$ cat src/rtl/ysyx_23060124_mem_arb.sv
// Round-robin arbiter that shares one memory port between the IFU and the LSU.
// One transaction is in flight at a time. A watchdog in WAIT turns a missing reply into an error response.
module ysyx_23060124_mem_arb #(
  parameter int ADDR_W  = 32,
  parameter int DATA_W  = 32,
  parameter int TIMEOUT = 255
) (
  input  logic                  i_clk,
  input  logic                  i_rst_n,
  input  logic                  ifu_req_valid,
  output logic                  ifu_req_ready,
  input  logic [ADDR_W-1:0]     ifu_addr,
  output logic                  ifu_resp_valid,
  input  logic                  ifu_resp_ready,
  output logic [DATA_W-1:0]     ifu_rdata,
  output logic                  ifu_err,
  input  logic                  lsu_req_valid,
  output logic                  lsu_req_ready,
  input  logic [ADDR_W-1:0]     lsu_addr,
  input  logic                  lsu_wen,
  input  logic [DATA_W-1:0]     lsu_wdata,
  input  logic [DATA_W/8-1:0]   lsu_wmask,
  output logic                  lsu_resp_valid,
  input  logic                  lsu_resp_ready,
  output logic [DATA_W-1:0]     lsu_rdata,
  output logic                  lsu_err,
  output logic                  mem_req_valid,
  input  logic                  mem_req_ready,
  output logic [ADDR_W-1:0]     mem_addr,
  output logic                  mem_wen,
  output logic [DATA_W-1:0]     mem_wdata,
  output logic [DATA_W/8-1:0]   mem_wmask,
  input  logic                  mem_resp_valid,
  output logic                  mem_resp_ready,
  input  logic [DATA_W-1:0]     mem_rdata,
  input  logic                  mem_resp_err
);

  localparam int MASK_W = DATA_W / 8;
  localparam logic [1:0] IDLE  = 2'd0;
  localparam logic [1:0] ISSUE = 2'd1;
  localparam logic [1:0] WAIT  = 2'd2;
  localparam logic [1:0] RESP  = 2'd3;
  localparam logic OWN_IFU = 1'b0;
  localparam logic OWN_LSU = 1'b1;
  localparam logic [15:0] TO_LAST = 16'(TIMEOUT - 1);

  logic [1:0]        state;
  logic              last_grant;
  logic              owner;
  logic [15:0]       cnt;
  logic [ADDR_W-1:0] req_addr;
  logic              req_wen;
  logic [DATA_W-1:0] req_wdata;
  logic [MASK_W-1:0] req_wmask;
  logic [DATA_W-1:0] resp_rdata;
  logic              resp_err;
  logic              rst_d;
  logic              active;
  logic              resp_hs;
  logic              timeout_hit;

  // Handshake outputs stay low during reset and for one cycle after it.
  assign active = !i_rst_n && !rst_d;

  assign ifu_req_ready  = active && state == IDLE && ifu_req_valid &&
                          (!lsu_req_valid || last_grant == OWN_LSU);
  assign lsu_req_ready  = active && state == IDLE && lsu_req_valid &&
                          (!ifu_req_valid || last_grant == OWN_IFU);
  assign mem_req_valid  = active && state == ISSUE;
  assign mem_resp_ready = active && state == WAIT;
  assign ifu_resp_valid = active && state == RESP && owner == OWN_IFU;
  assign lsu_resp_valid = active && state == RESP && owner == OWN_LSU;

  assign mem_addr  = req_addr;
  assign mem_wen   = req_wen;
  assign mem_wdata = req_wdata;
  assign mem_wmask = req_wmask;
  assign ifu_rdata = resp_rdata;
  assign lsu_rdata = resp_rdata;
  assign ifu_err   = resp_err;
  assign lsu_err   = resp_err;

  assign resp_hs     = (ifu_resp_valid && ifu_resp_ready) || (lsu_resp_valid && lsu_resp_ready);
  assign timeout_hit = cnt == TO_LAST;

  always_ff @(posedge i_clk) begin
    rst_d <= i_rst_n;
    if (i_rst_n) begin
      state      <= IDLE;
      last_grant <= OWN_LSU;
      owner      <= OWN_IFU;
      cnt        <= '0;
      req_addr   <= '0;
      req_wen    <= 1'b0;
      req_wdata  <= '0;
      req_wmask  <= '0;
      resp_rdata <= '0;
      resp_err   <= 1'b0;
    end else begin
      case (state)
        IDLE: begin
          if (ifu_req_ready) begin
            req_addr   <= ifu_addr;
            req_wen    <= 1'b0;
            req_wdata  <= '0;
            req_wmask  <= '0;
            owner      <= OWN_IFU;
            last_grant <= OWN_IFU;
            state      <= ISSUE;
          end else if (lsu_req_ready) begin
            req_addr   <= lsu_addr;
            req_wen    <= lsu_wen;
            req_wdata  <= lsu_wdata;
            req_wmask  <= lsu_wmask;
            owner      <= OWN_LSU;
            last_grant <= OWN_LSU;
            state      <= ISSUE;
          end
        end
        ISSUE: begin
          if (mem_req_valid && mem_req_ready) begin
            cnt   <= '0;
            state <= WAIT;
          end
        end
        WAIT: begin
          cnt <= cnt + 16'd1;
          // A real reply in the timeout cycle takes priority over the forced error.
          if (mem_resp_valid) begin
            resp_rdata <= req_wen ? '0 : mem_rdata;
            resp_err   <= mem_resp_err;
            state      <= RESP;
          end else if (timeout_hit) begin
            resp_rdata <= '0;
            resp_err   <= 1'b1;
            state      <= RESP;
          end
        end
        RESP: begin
          if (resp_hs) state <= IDLE;
        end
        default: state <= IDLE;
      endcase
    end
  end

endmodule

$ cat config.mk
export PLATFORM = sky130hd
export DESIGN_NAME = ysyx_23060124_mem_arb
export DESIGN_NICKNAME = d
export VERILOG_FILES = /design/src/rtl/ysyx_23060124_mem_arb.sv
export SDC_FILE = /design/constraint.sdc
export NUM_CORES = 1
export LEC_CHECK = 0
export BUFFER_PORTS_ARGS = -buffer_cell sky130_fd_sc_hd__buf_2
export CAP_MARGIN = 20
export CORE_MARGIN = 5
export CORE_UTILIZATION = 41
export DETAILED_ROUTE_END_ITERATION = 8
export GPL_TIMING_DRIVEN = 0
export HOLD_SLACK_MARGIN = 0.12
export PLACE_DENSITY = 0.83
export SLEW_MARGIN = 20
export SYNTH_ARGS = -nofsm -noshare
export SYNTH_HDL_FRONTEND = slang
export SYNTH_SLANG_ARGS = --single-unit
$ cat constraint.sdc
create_clock -name i_clk -period 4.4 [get_ports i_clk]
set_clock_uncertainty 0.15 [all_clocks]
set_input_delay 0.66 -clock i_clk [delete_from_list [all_inputs] [get_ports i_clk]]
set_output_delay 0.66 -clock i_clk [all_outputs]
set_load 0.01 [all_outputs]
==> results.ini <==
[yosys]
syn_inst = 625
yosys.area_share.simple_pct = 24.0
synth.avg_cell_area_um2 = 8.51
synth_edf_count = 0
yosysSeqAreaShare_pct = 46.3
yosys_warnings = 0
ys.flop_type = dfxtp_1
synth.top_cell.area_share_pct = 46.3
synth_area_um2 = 5320
synth_top_family_by_area = simple AND/OR/NAND/NOR gates
syn-num-nets = 773
synth-compound-area-share_pct = 17.9
synth_cell_types = 41
synth.area.top_cells = dfxtp_1 46%, nor2_1 5.6%, nand2_1 5.3%, a311oi_1 5.3%, a22oi_1 5.2%
synth-seq-cells = 123
synthMuxAreaShare_pct = 0.376
yosys.area_share.adder_pct = 1.41
synth_area_leader_cell = dfxtp_1
synth_xor_area_share_pct = 0.823
synthArstFlopShare_pct = 0

[route]
wire_per_inst_um = 15.5
wl_um = 17200
first_pass_iters = 5
drc_errors = 0
drtIter0Drc = 334
viasPerCell = 5.13
dr_total_vias = 5686
drtAntennaViolNets = 0

[pwr]
p_leak_nw = 3.53
power.density_nw_per_um2 = 432
vdd_ir_drop_max_mv = 0.284

[floorplan]
initial_core_util_pct = 42.0
die_y_um = 124
rows = 41
core_um2 = 12700
fp.dieW_um = 124
dieArea_um2 = 15400
ioPinCount = 283

[placement]
io_buffers = 281
dpl.cell_count = 1078
gp_congestion = 0.881
dpl.hpwl_um = 13100

[global_route]
grt_pass1_wl_um = 25700
antenna_found_initial = 1
grtUsageTotal_pct = 21.2
grt_pass1_vias = 5318
gr-total-overflow = 0
grt_max_degree = 17

[critical_path]
r2r-start = cnt[1]
critPathKind = primary input to primary output
crit_required_ns = 3.59
worstReg2RegEnd = ifu_rdata[7]
cp-startpoint = i_rst_n
regToRegSetupSlack_ns = 2.20
critPathMaxFanout = 10
crit_arrival_ns = 2.32
worstSetupStartpointType = primary input
end_kind = primary output
reg2reg_depth = 6

[timing]
worst_slew_pin_slew_ns = 0.753
finalHoldViolCount = 0
period_minus_slack_ns = 3.13
drv_slew = 0
finalSetupTns_ns = 0
rsz0062_at_grt = false
fin_crit_sh_pct = 71.1
fmax_mhz = 320
final-setup-viol-count = 0
slew_headroom_pct = 49.6

[cts]
cts_made_buffers = 17
insertion_delay_ns = 0.41
post_cts_buffers = 0
root_buffer = clkbuf_16
clk_pin_slew_ns = 0.05
clock_path_buffers = 2
post_cts_resized = 0
cts_tree = built
clkSinkCount = 123
htreeDepth = 4
ctsHoldBuffers = 0

[cells_and_area]
fin_cells = 1109
fillers = 1129
antenna_cells = 0
areaGrowthSynthToFinish_pct = 41.5
nNetsFinal = 1073
drive_gt1_share_pct = 38.7

[min_path]
hold_path_class = primary input to flop
min_path_cells = 1
hold_start = i_rst_n
whs_endpoint = rst_d

[outcome]
status = finished, final reports clean

[flow_run]
cap_violations = 0

## worst max-delay path by stage
stage | to | slack (ns) | depth (start not counted)
after floorplan | ifu_req_ready | 1.94 | 6
after global placement | mem_resp_ready | 1.31 | 6
after detailed placement | mem_resp_ready | 1.28 | 6
after CTS | mem_resp_ready | 1.26 | 6
after global routing | ifu_req_ready | 1.20 | 7
final | mem_resp_ready | 1.27 | 6
## layout by cell type (no fill, tap or decap), types with 2 or more instances in the layout
cell | netlist | routed
buf_2 | 11 | 292
dfxtp_1 | 123 | 123
nor2_1 | 80 | 80
nand2_1 | 75 | 75
o21ai_0 | 38 | 38
a22oi_1 | 37 | 37
clkbuf_1 | 36 | 36
nand2b_1 | 35 | 35
nand4_1 | 33 | 33
buf_4 | 33 | 33
a311oi_1 | 32 | 32
clkbuf_16 | 0 | 17
a21oi_1 | 10 | 10
inv_1 | 7 | 7
nand3_1 | 7 | 7
o211ai_1 | 6 | 6
ha_1 | 6 | 6
o31ai_1 | 5 | 5
or4_1 | 5 | 5
xor2_1 | 5 | 5
o2111ai_1 | 4 | 4
or3_1 | 4 | 4
clkinv_2 | 0 | 4
buf_1 | 3 | 3
and3_1 | 3 | 3
and2_1 | 3 | 3
nor3_1 | 3 | 3
nor4bb_1 | 3 | 3
clkbuf_8 | 0 | 3
clkinvlp_4 | 0 | 3
and4_1 | 2 | 2
mux2i_1 | 2 | 2
nand3b_1 | 2 | 2
bufinv_16 | 0 | 2
clkinv_4 | 0 | 2
## metrics by stage
step                power [W]  worst slack (ns)  util, %  instance area (um2)  hold slack (ns)
floorplan             0.00164              1.94        -                 5320            0.300
global route          0.00340              1.20     59.4                 7530            0.218
CTS                   0.00327              1.26     59.4                 7530            0.217
finish                0.00326              1.27     59.4                 7530            0.239
detailed placement    0.00190              1.28     54.8                 6940            0.322
global placement      0.00189              1.31     54.8                 6940            0.316
## state kept, by name, indices dropped and copies added, names as in the netlist
register	flops
mem_wen	1
ifu_rdata	32
owner	1
mem_addr	32
cnt	16
rst_d	1
mem_wdata	32
state	2
ifu_err	1
mem_wmask	4
last_grant	1
## power by group
group          internal (W)  switching, W  leakage, nW
combinational      0.000262      0.000364         2.25
sequential          0.00120     0.0000551        0.997
clock              0.000872      0.000501        0.284
## worst max-delay path, stage by stage
cell      delay [ns]
buf_2           0.10
buf_6           0.14
clkbuf_1        0.51
clkbuf_1        0.55
nor3_1          0.16
buf_2           0.19
## layer usage
layer / up-vias / routed length, um / GRT usage [%] / part of all wire [%]
met1: 2594 / 6790 / 24.8 / 40
met2: 275 / 8340 / 36.5 / 49
met3: 24 / 1750 / 7.04 / 10
met5: - / 13 / 0 / 0.076
li1: 2791 / - / - / -
met4: 2 / 291 / 7.19 / 1.7
## cell type report
class	instances	area (um2)	share of cell area, %
sequential	123	2460	32.7
multi-input combinational	410	2370	31.4
timing repair buffer	281	1410	18.7
clock buffer	20	467	6.20
buffer	84	460	6.12
tap	172	215	2.86
clock inverter	11	120	1.60
inverter	8	30.0	0.399
## Yosys cell counts, types with 4 or more instances
library cell	instances
o2111ai_1	4
clkbuf_1	36
nand3_1	7
nand2_1	75
xor2_1	5
a22oi_1	37
nand4_1	33
a21oi_1	10
nor2_1	80
ha_1	6
a311oi_1	32
nand2b_1	35
o21ai_0	38
o211ai_1	6
o31ai_1	5
inv_1	7
buf_2	11
buf_4	33
or4_1	5
or3_1	4
dfxtp_1	123
## cells by family after synthesis
kind of cell,count (synthesis)
simple gates,261
compound gates,136
flops,123
buf+inv,92
fa+ha+maj,6
xor+xnor,5
mux,2
(Power assumes the default switching activity.)
